### src/rtl/csa_pkg.sv
// csa_pkg: shared state type, default widths and sizing helpers for the CSA accumulator
package csa_pkg;
  typedef enum logic [1:0] {ACC, RESOLVE, OUTPUT} state_t;
  localparam int IN_W_D = 21;
  localparam int ACC_W_D = 32;
  localparam int CHUNK_W_D = 8;
  localparam int CNT_W_D = 8;
  function automatic int ceil_div(input int a, input int b);
    return (a + b - 1) / b;
  endfunction
  // Index must also represent n itself, used as the resolve-finished marker.
  function automatic int idx_w(input int n);
    return $clog2(n + 1);
  endfunction
endpackage

### src/rtl/csa_3to2_vec.sv
// csa_3to2_vec: bitwise 3:2 compressor, carry output pre-shifted left by one
module csa_3to2_vec #(
  parameter int WIDTH = 32
) (
  input  logic [WIDTH-1:0] a,
  input  logic [WIDTH-1:0] b,
  input  logic [WIDTH-1:0] c,
  output logic [WIDTH-1:0] s,
  output logic [WIDTH-1:0] co
);
  assign s = a ^ b ^ c;
  assign co = ((a & b) | (a & c) | (b & c)) << 1;
endmodule

### src/rtl/csa_accum_resolve.sv
// csa_accum_resolve: carry-save accumulator with chunked carry-propagate resolve.
// Define CSA_ACC_SIGNED_EN to sign-extend operands; otherwise they are zero-extended.
module csa_accum_resolve
  import csa_pkg::*;
#(
  parameter int IN_W = IN_W_D,
  parameter int ACC_W = ACC_W_D,
  parameter int CHUNK_W = CHUNK_W_D,
  parameter int CNT_W = CNT_W_D
) (
  input  logic             clk,
  input  logic             rst,
  input  logic             in_valid,
  output logic             in_ready,
  input  logic [IN_W-1:0]  in_data,
  input  logic             in_last,
  output logic             out_valid,
  input  logic             out_ready,
  output logic [ACC_W-1:0] out_data,
  output logic [CNT_W-1:0] out_count
);
  localparam int NCHUNK = ceil_div(ACC_W, CHUNK_W);
  localparam int IDX_W = idx_w(NCHUNK);
  localparam int PAD_W = NCHUNK * CHUNK_W;
  state_t state, state_nx;
  logic [ACC_W-1:0] sum, carry, x, s_nx, c_nx;
  logic [PAD_W-1:0] res, s_pad, c_pad;
  logic [IDX_W-1:0] idx;
  logic [CNT_W-1:0] cnt;
  logic [CHUNK_W:0] part;
  logic cy, acc_fire, out_fire, done;
`ifdef CSA_ACC_SIGNED_EN
  assign x = {{(ACC_W-IN_W){in_data[IN_W-1]}}, in_data};
`else
  assign x = {{(ACC_W-IN_W){1'b0}}, in_data};
`endif
  csa_3to2_vec #(.WIDTH(ACC_W)) u_csa (.a(sum), .b(carry), .c(x), .s(s_nx), .co(c_nx));
  assign in_ready = state == ACC;
  assign out_valid = state == OUTPUT;
  assign acc_fire = in_valid && in_ready;
  assign out_fire = out_valid && out_ready;
  assign done = idx == IDX_W'(NCHUNK);
  assign s_pad = PAD_W'(sum);
  assign c_pad = PAD_W'(carry);
  // Bits past ACC_W in the top chunk are zero padding, so its carry-out falls off.
  assign part = (CHUNK_W+1)'(s_pad[idx*CHUNK_W +: CHUNK_W]) + (CHUNK_W+1)'(c_pad[idx*CHUNK_W +: CHUNK_W]) + (CHUNK_W+1)'(cy);
  assign out_data = res[ACC_W-1:0];
  assign out_count = cnt;
  always_comb begin
    state_nx = state;
    case (state)
      ACC:     state_nx = (acc_fire && in_last) ? RESOLVE : ACC;
      RESOLVE: state_nx = done ? OUTPUT : RESOLVE;
      OUTPUT:  state_nx = out_ready ? ACC : OUTPUT;
      default: state_nx = ACC;
    endcase
  end
  always_ff @(posedge clk) state <= rst ? ACC : state_nx;
  always_ff @(posedge clk) begin
    if (rst) begin
      sum <= '0;
      carry <= '0;
      cnt <= '0;
      idx <= '0;
      cy <= 1'b0;
      res <= '0;
    end else begin
      if (acc_fire) begin
        sum <= s_nx;
        carry <= c_nx;
        cnt <= &cnt ? cnt : cnt + 1'b1;
      end
      if (state == RESOLVE && !done) begin
        res[idx*CHUNK_W +: CHUNK_W] <= part[CHUNK_W-1:0];
        cy <= part[CHUNK_W];
        idx <= idx + 1'b1;
      end
      if (state == RESOLVE && done) begin
        idx <= '0;
        cy <= 1'b0;
      end
      if (out_fire) begin
        sum <= '0;
        carry <= '0;
        cnt <= '0;
      end
    end
  end
endmodule

### config.mk
export PLATFORM = sky130hd
export DESIGN_NAME = csa_accum_resolve
export DESIGN_NICKNAME = d
export VERILOG_FILES = /design/src/rtl/csa_pkg.sv /design/src/rtl/csa_3to2_vec.sv /design/src/rtl/csa_accum_resolve.sv
export SDC_FILE = /design/constraint.sdc
export NUM_CORES = 1
export LEC_CHECK = 0
export BUFFER_PORTS_ARGS = -buffer_cell sky130_fd_sc_hd__buf_2
export CAP_MARGIN = 15
export CORE_ASPECT_RATIO = 1.4
export CORE_MARGIN = 2
export CORE_UTILIZATION = 53
export CTS_CLUSTER_DIAMETER = 80
export DETAILED_ROUTE_END_ITERATION = 7
export GPL_ROUTABILITY_DRIVEN = 0
export GPL_TIMING_DRIVEN = 0
export PLACE_DENSITY_LB_ADDON = 0.1
export SLEW_MARGIN = 10
export SYNTH_ARGS = -nofsm -noshare
export SYNTH_HDL_FRONTEND = slang
export SYNTH_SLANG_ARGS = --single-unit
### constraint.sdc
create_clock -name clk -period 3 [get_ports clk]
set_input_delay 0.15 -clock clk [delete_from_list [all_inputs] [get_ports clk]]
set_output_delay 0.15 -clock clk [all_outputs]
set_load 0.05 [all_outputs]
**Word-level counts from Yosys, hierarchy flattened**

Cells that the tools add are included.

- Reductions and logical operators: 11
- Equality and inequality tests: 3
- Add/sub/neg operators: 5
- Bitwise operators: 8
- Mux-type cells: 5
- Shift operators: 4

Operators by type and width:

| kind | number |
|---|---|
| 32-bit by 7-bit variable part select with 8-bit output | 2 |
| 31-bit by 21-bit AND with 31-bit output | 2 |
| 31-bit OR | 2 |
| 6-bit negator with 34-bit output | 1 |
| 8-bit by 34-bit variable shift with 32-bit output (first input constant) | 1 |
| 8-bit by 34-bit variable part select with 32-bit output | 1 |
| 32-bit bitwise mux | 1 |
| 32-bit by 21-bit bitwise XOR with 32-bit output | 1 |
| 32-bit bitwise XOR | 1 |
| 31-bit AND | 1 |
| 8-bit by 8-bit adder with 9-bit output | 1 |
| 9-bit by 1-bit adder with 9-bit output | 1 |
| 8-bit by 1-bit adder with 8-bit output (second input constant) | 1 |
| 8-bit AND reduction | 1 |
| 2-bit case mux with 3 select lines | 1 |
| 1-bit logical AND | 5 |
| 2-bit two-way mux | 2 |
| 2-bit OR reduction | 2 |
| 3-bit by 1-bit adder with 3-bit output (second input constant) | 1 |
| 3-bit == test (second input constant) | 1 |
| 2-bit by 1-bit == test with 1-bit output (second input constant) | 1 |
| 2-bit == test (second input constant) | 1 |
| 2-bit logical NOT | 1 |
| 2-bit AND reduction | 1 |
| 3 further kinds | 3 |

- Register bits after elaboration: 109
- Input port bits: 26
- Output and inout port bits: 42
- Logic and storage cells: 43

**Depth between registers and ports, before layout**

Gate-level depths: netlist (run 1).

- Depth in word-level cells: 5
- Mapped depth: 14
- Mapped depth without buffers: 12

**Modules after synthesis**

A second synthesis (run 1) with hierarchy kept.

- Cell total of the unflattened synthesis: 616
- Area total of the unflattened synthesis: 5606.6 um^2

By module, submodules not included:

| module | cells an instance | instances | area each (um^2) | sequential area each (um^2) |
|---|---|---|---|---|
| csa_accum_resolve | 582 | 1 | 4951.0 | 2202.1 |
| csa_3to2_vec | 34 | 1 | 655.6 | 0.0 |

**Least setup slack after synthesis (run 1)**

OpenSTA, ideal clock, no wires.

- Kind: register -> register
- Start point: register idx[0]
- End point: register res[14], in the netlist out_data[14]
- Buffers on the path: 1
- Data required time: 2.871 ns
- Setup time: 0.129 ns
- Slack: 0.057 ns
- Cell stages (with the launch flop): 12
- Arrival: 2.814 ns
- Clock period less this slack: 2.943 ns
- Path through: dfxtp_1 > buf_2 > mux4_2 > nand2_1 > fa_1 > inv_1 > fa_1 > a211oi_1 > o21bai_1 > a21oi_1 > xor2_1 > o21ai_0

- Word-level cells in the longest chain between the ends: 5
- Elaborated cells between the ends (all ways): 11
- Classes of those cells: 3 x add/sub; 1 x eq/ne; 4 x shift; 1 x mux; 2 x reduce/logical

RTL lines:

| item | line | source |
|---|---|---|
| from (decl) | csa_accum_resolve.sv:28 | `logic [IDX_W-1:0] idx;` |
| from (signal assigned) | csa_accum_resolve.sv:76 | `idx <= idx + 1'b1;` |
| 32-bit by 7-bit variable part select with 8-bit output | csa_accum_resolve.sv:46 | `assign part = (CHUNK_W+1)'(s_pad[idx*CHUNK_W +: CHUNK_W]) + (CHUNK_W+1)'(c_pad[idx*CHUNK_W +: CHUNK_W]) + (CHU ...` |
| 8-bit by 8-bit adder with 9-bit output | csa_accum_resolve.sv:46 |  |
| 9-bit by 1-bit adder with 9-bit output | csa_accum_resolve.sv:46 |  |
| 8-bit by 34-bit variable part select with 32-bit output | csa_accum_resolve.sv:74 | `res[idx*CHUNK_W +: CHUNK_W] <= part[CHUNK_W-1:0];` |
| 32-bit bitwise mux | csa_accum_resolve.sv:74 |  |
| to (signal, indexed assignment) | csa_accum_resolve.sv:74 |  |
| to (decl) | csa_accum_resolve.sv:27 | `logic [PAD_W-1:0] res, s_pad, c_pad;` |

Parallel ways exist; a longest one is shown, timed or not.
A chain may end at the register's enable or synchronous reset.

**Final worst setup path (run 1)**

- Start point: register idx[0]
- End point: register res[23], in the netlist out_data[23]

Same word-level chain as after synthesis.

==> metrics.yaml, run 1 <==
period_minus_slack_ns: 2.930
worst-path-max-fanout: 8
max_slew_margin_pct: 63.93
worstReg2RegStart: "idx[0]$_SDFFE_PP0P_"
ys_seq_area_share_pct: 39.91
routedWlPerCell_um: 17.22
worstReg2RegEnd: "out_data[23]$_SDFFE_PP0P_"
drive_gt1_share_pct: 18.83
cts_max_level: 3
synth_edf_count: 0
hold_start: "out_ready"
core_region_area_sq_um: 9953
tightest_slew_ns: 0.5410
finClkSkew_ns: 0.009446
synth-main-ff-cell: "dfxtp_1"
layout_commonest_cell: "nand2_1"
syn_area_per_cell_sq_um: 8.978
hold_violations: 0
worstSetupPathType: "register to register"
r2r_cells: 9
yosys.area.top_type_share_pct: 39.91
clock-sinks: 109
diodes: 0
final_cell_mix: "nand2_1, dfxtp_1, a21oi_1"
yosysWarningCount: 0
die_area_sq_um: 11160
fmax_ghz: 0.3413
setup_viol: 0
muxShareOfSynthArea_pct: 6.911
holdPathStages: 3
cts_hold_buffers: 0
vias: 4710
ant_nets: 0
synthAdderAreaFrac_pct: 14.00
nFillCells: 856
required_ns: 3.24
cap_violations: 0
slew_viol_final: 0
crit_path_end_kind: "register"
p_leak_nw: 2.577
grtUsageTotal_pct: 25.80
synth_top_family_by_area: "simple AND/OR/NAND/NOR gates"
hp-class: "input port to register"
clock_path_buffers: 2
placed_area_sq_um: 5967
rows: 43
multi_input_area_sq_um: 3166
drt-total-wl_mm: 14.40
ir_drop_uv: 328.8
fin_area_sq_um: 6474
p_total_w: 0.003169
initial_core_util_pct: 54.93
cp.arrival_ns: 3.17
yosys.area_share.simple_pct: 21.08
cts_root_buffer: "clkbuf_16"
cts_inserted_buffers: 9
routed_via_density: 5.634
drt_first_pass_iters: 4
status: "finished clean"
grt_first_pass_wirelength_mm: 21.97
grt_pass1_vias: 4457
grt_max_degree: 20
power.density_nw_per_um2: 489.5
die_w_um: 89.84
layout.nets: 770
holdPathEnd: "state[1]$_SDFF_PP0_"
synth_area_leader_cell: "dfxtp_1"
ios: 68
async_flop_share_pct: 0
clk_pin_slew_ns: 0.07
synth_nets: 683
fin_crit_sh_pct: 97.67
syn_inst: 609
clock_latency_ns: 0.37
cp-start-kind: "register"
syn_to_final_growth_pct: 18.40
dieHeight_um: 124.2
drcViolationCount: 0
synth_compound_gate_area_share_pct: 13.07
dp_hpwl_mm: 10.65
cts_tree: "built"
syn_area_sq_um: 5468
ys_top_cells_by_area: "dfxtp_1, nand2_1, fa_1, a21oi_1, mux4_2"
slowest_stage: "mux4_2"
drt_iter0_markers: 197
rsz0062_at_grt: "yes"
ff2ff_setup_slack_ns: 0.07
synth_xor_area_share_pct: 1.602
cp_cell_sequence: "buf_12 > mux4_2 > and2_1 > ha_1 > nor2b_1 > o31ai_2 > a31oi_4 > nor4b_1 > a311o_1"
synth.distinct_cells: 45
slowest_delay_ns: 0.50
seq_area_sq_um: 2187
port_buffers: 66
antenna_found_initial: 0
synth-seq-cells: 109
grt_remaining_overflow: 0
-- Yosys cell counts, types with 3 or more instances --
cell type    n
nor3_1      10
buf_1        4
nor4b_1      3
clkbuf_1    23
mux2i_1      4
and2_1      18
nor4_1       4
mux4_2      15
nand4_1      5
a311o_1      4
nand3_1     13
nor2b_1      3
nand2_1    140
inv_1        9
nor3b_1      3
nor2_1      46
o21ai_0      9
o21a_1       3
a21oi_1     81
a22oi_1      7
ha_1        26
dfxtp_1    109
a211oi_1     3
buf_2        6
nand2b_1     3
xor2_1       8
fa_1        22
o31ai_1      5
-- flip-flops by register name, summed over array words and instances, names as in the netlist --
name / cells
out_data: 32
s_pad: 32
c_pad: 31
out_count: 8
idx: 3
state: 2
cy: 1
-- report_power, final --
| group | total [W] | switching, W | internal, W |
|---|---|---|---|
| registers | 0.00154 | 0.0000545 | 0.00149 |
| logic | 0.000469 | 0.000285 | 0.000183 |
| clock network | 0.00116 | 0.000582 | 0.000573 |
-- routing by layer --
layer  vias up  part of all wire [%]  global-route usage [%]
met4         0                   5.0                   16.06
met3        36                   4.4                   3.569
li1       2273                     -                       -
met2       121                    53                   48.91
met5         -                     0                       0
met1      2280                    37                   27.23
-- area by class of cell --
class / instances / share of cell area [%]
Clock inverter: 7 / 0.9470
Clock buffer: 9 / 3.479
Buffer: 35 / 3.170
Inverter: 9 / 0.5798
Sequential cell: 109 / 33.78
Timing Repair Buffer: 76 / 6.533
Tap cell: 135 / 2.609
Multi-Input combinational cell: 456 / 48.90
-- worst max-delay path: cells and delay by family (launching register included) --
family	cells	cell delay (ns)
compound gates	3	0.92
simple gates	3	0.55
mux	1	0.50
flops	1	0.41
fa+ha+maj	1	0.29
buf+inv	1	0.14
-- worst max-delay path by stage --
| stage | startpoint | end | cells past startpoint |
|---|---|---|---|
| after global placement | idx[1]$_SDFFE_PP0P_ | out_data[14]$_SDFFE_PP0P_ | 14 |
| after detailed placement | idx[1]$_SDFFE_PP0P_ | out_data[30]$_SDFFE_PP0P_ | 14 |
| after global routing | idx[1]$_SDFFE_PP0P_ | out_data[14]$_SDFFE_PP0P_ | 14 |
| after floorplan | idx[0]$_SDFFE_PP0P_ | out_data[14]$_SDFFE_PP0P_ | 11 |
| final | idx[0]$_SDFFE_PP0P_ | out_data[23]$_SDFFE_PP0P_ | 9 |
| after CTS | idx[0]$_SDFFE_PP0P_ | out_data[23]$_SDFFE_PP0P_ | 9 |
-- logic make-up (layout without fill, tap and decap cells) --
family	Yosys count	after routing
AOI/OAI and AO/OA	121	121
xor gates and xnor gates	10	10
adders and majority gates	48	48
buffers and inverters	44	136
DFF	109	109
muxes	19	19
and+or+nand+nor	258	258
-- per-stage QoR --
step	worst slack, ns	util, %	std cells	hold slack (ns)	TNS, ns
after detailed placement	-0.6108	59.95	810	0.4499	-9.819
after floorplan	0.05705	-	609	0.3318	0
after global placement	-0.5423	59.95	810	0.4313	-7.838
final	0.06995	65.04	836	0.08380	0
after CTS	0.02040	63.49	826	0.08064	0
after global routing	-0.02390	65.04	836	0.09667	-0.07442
-- timing repair --
action / CTS / global route
buffers inserted: 0 / 9
gates cloned: 0 / 1
resized for setup: 17 / 16
pin swaps: 1 / 8
endpoints found under the hold margin: 0 / 0
setup endpoints to repair: 32 / 18
No activity file was read; power rests on OpenSTA's default activity.
==> run 2, diff against run 1 <==
- ABC_CLOCK_PERIOD_IN_PS: default -> 3000
- SETUP_SLACK_MARGIN: default -> 0.3
- SKIP_LAST_GASP: default -> 1
==> run 2 against run 1 <==
  * First-iteration DRC count shrank 7.1%
  * Combinational power grew 13%
  * Setup slack improved by 0.067 ns
  * Sequential power about the same
  * Final cell count increased by 1.1%
  * Largest cell class unchanged
  * Sequential share of layout area decreased by 1.4 points
  * Critical path depth rose by 1
  * Flip-flop and latch count did not move
  * Clock power about the same
  * Clock skew fell by 0.0029 ns
  * Critical path type unchanged
  * Core utilization increased by 2.9 points
==> metrics.yaml, run 2 (synthesized netlist as in run 1, its figures left out) <==
cts_inserted_buffers: 9  # unchanged
hold_violations: 0  # unchanged
nFillCells: 781  # -8.8%
cp.arrival_ns: 3.10  # -0.07 ns
fmax_ghz: 0.3492  # +2.3%
antenna_found_initial: 0  # unchanged
diodes: 0  # unchanged
cts_hold_buffers: 0  # unchanged
required_ns: 3.24  # about the same
setup_viol: 0  # unchanged
initial_core_util_pct: 54.93  # unchanged
routedWlPerCell_um: 17.33  # +0.60%
cp_cell_sequence: "buf_12 > buf_4 > mux4_2 > and2_4 > ha_1 > nor2b_2 > o31ai_4 > a31oi_4 > nor4b_2 > a311o_1"
dp_hpwl_mm: 10.60  # -0.46%
cts_tree: "built"
slowest_delay_ns: 0.49  # about the same
cp-start-kind: "register"
crit_family: "compound AO/OA/AOI/OAI gates"
finClkSkew_ns: 0.006528  # -0.002918 ns
dieHeight_um: 124.2  # unchanged
worstSetupPathType: "register to register"
grt_pass1_vias: 4526  # +1.5%
cts_root_buffer: "clkbuf_16"
core_region_area_sq_um: 9953  # unchanged
ios: 68  # unchanged
slew_viol_final: 0  # unchanged
worst-path-max-fanout: 8  # unchanged
die_w_um: 89.84  # unchanged
drt-total-wl_mm: 14.64  # +1.7%
post-place-ws_ns: -0.2369  # +0.3739 ns
drcViolationCount: 0  # unchanged
fin_crit_sh_pct: 95.45  # -2.2 points
layout_commonest_cell: "nand2_1"
slowest_stage: "mux4_2"
cap_violations: 0  # unchanged
ant_nets: 0  # unchanged
worst_slack_ns: 0.1366  # +0.06663 ns
seq_area_sq_um: 2190  # +0.11%
hp-class: "input port to register"
fin_area_sq_um: 6764  # +4.5%
vias: 4781  # +1.5%
max_slew_margin_pct: 62.38  # -1.6 points
tightest_slew_ns: 0.5643  # +0.02331 ns
rows: 43  # unchanged
drt_iter0_markers: 183  # -7.1%
ir_drop_uv: 300.4  # -8.6%
multi_input_area_sq_um: 3357  # +6.0%
clock_latency_ns: 0.35  # -0.02 ns
clock-sinks: 109  # unchanged
grt_remaining_overflow: 0  # unchanged
placed_area_sq_um: 5998  # +0.52%
final_cell_mix: "nand2_1, dfxtp_1, a21oi_1"
grtUsageTotal_pct: 26.07  # +0.27 points
drt_first_pass_iters: 5  # +1
power.density_nw_per_um2: 477.0  # -2.6%
drive_gt1_share_pct: 24.51  # +5.7 points
cts_max_level: 3  # unchanged
grt_first_pass_wirelength_mm: 22.85  # +4.0%
clock_path_buffers: 2  # unchanged
rsz0062_at_grt: "yes"
die_area_sq_um: 11160  # unchanged
crit_path_end_kind: "register"
critPathBufInv: 2  # +1
port_buffers: 66  # unchanged
grt_max_degree: 18  # -10%
status: "finished clean"
p_total_w: 0.003226  # +1.8%
clk_pin_slew_ns: 0.07  # about the same
routed_via_density: 5.658  # +0.43%
layout.nets: 779  # +1.2%
syn_to_final_growth_pct: 23.71
p_leak_nw: 2.668  # +3.5%
period_minus_slack_ns: 2.863  # -0.06663 ns
[run 2: cell types whose count changed in the layout (fill, tap and decap cells not counted), sizes merged]
cell | before | now
buf | 88 | 98
clkbuf | 32 | 34
clkinv | 3 | 2
clkinvlp | 4 | 2
[run 2: worst paths after layout]
check                                               start                   endpoint  slack (ns)  depth (start not counted)
worst max register to register        idx[0]$_SDFFE_PP0P_  out_data[23]$_SDFFE_PP0P_        0.14                         10
worst min register to register  out_data[29]$_SDFFE_PP0P_  out_data[29]$_SDFFE_PP0P_        0.46                          2
worst max-delay path                  idx[0]$_SDFFE_PP0P_  out_data[23]$_SDFFE_PP0P_        0.14                         10
worst min-delay path                            out_ready        state[1]$_SDFF_PP0_        0.08                          3
[run 2: per-stage QoR]
step / hold slack (ns) / TNS [ns] / cells / utilization [%]
2_1_floorplan: 0.3318 / 0 / 609 / -
3_3_place_gp: 0.4324 / -0.8185 / 810 / 60.26
3_5_place_dp: 0.4384 / -2.211 / 810 / 60.26
4_1_cts: 0.07449 / 0 / 834 / 64.90
5_1_grt: 0.1255 / 0 / 845 / 67.96
6_report: 0.07711 / 0 / 845 / 67.96
[run 2: where the power goes]
group / switching (W) / leakage [nW] / internal (W) / total, W
registers: 0.0000532 / 0.884 / 0.00149 / 0.00154
clock network: 0.000540 / 0.139 / 0.000613 / 0.00115
logic: 0.000309 / 1.64 / 0.000222 / 0.000531
total: 0.000902 / 2.67 / 0.00232 / 0.00323
[run 2: area by class of cell]
class	count	share of cell area, %
buffer	35	3.311
clock buffer	12	3.792
clock inverter	4	0.4440
inverter	9	0.5549
multi-input combinational	456	49.63
sequential	109	32.37
tap	135	2.497
timing repair buffer	85	7.399
[run 2: worst reg2reg max path: stages, from the launching register on]
cell	delay, ns
dfxtp_4	0.39
buf_12	0.13
buf_4	0.11
mux4_2	0.49
and2_4	0.18
ha_1	0.30
nor2b_2	0.19
o31ai_4	0.26
a31oi_4	0.18
nor4b_2	0.20
a311o_1	0.33
[run 2: routing by layer]
| metal | GRT usage (%) | up-vias | wire length [um] |
|---|---|---|---|
| met5 | 0 | - | 0 |
| met4 | 9.712 | 0 | 483 |
| met3 | 3.569 | 33 | 585 |
| met2 | 50.19 | 144 | 7885 |
| met1 | 29.55 | 2312 | 5687 |
| li1 | - | 2292 | - |
[run 2: repair_timing]
| action | CTS | global route |
|---|---|---|
| setup buffers | 8 | 11 |
| pin swaps | 14 | 22 |
| hold endpoints to repair | 0 | 0 |
| cloned | 0 | 0 |
| gates resized for setup | 28 | 51 |
| endpoints found under the setup margin | 32 | 31 |
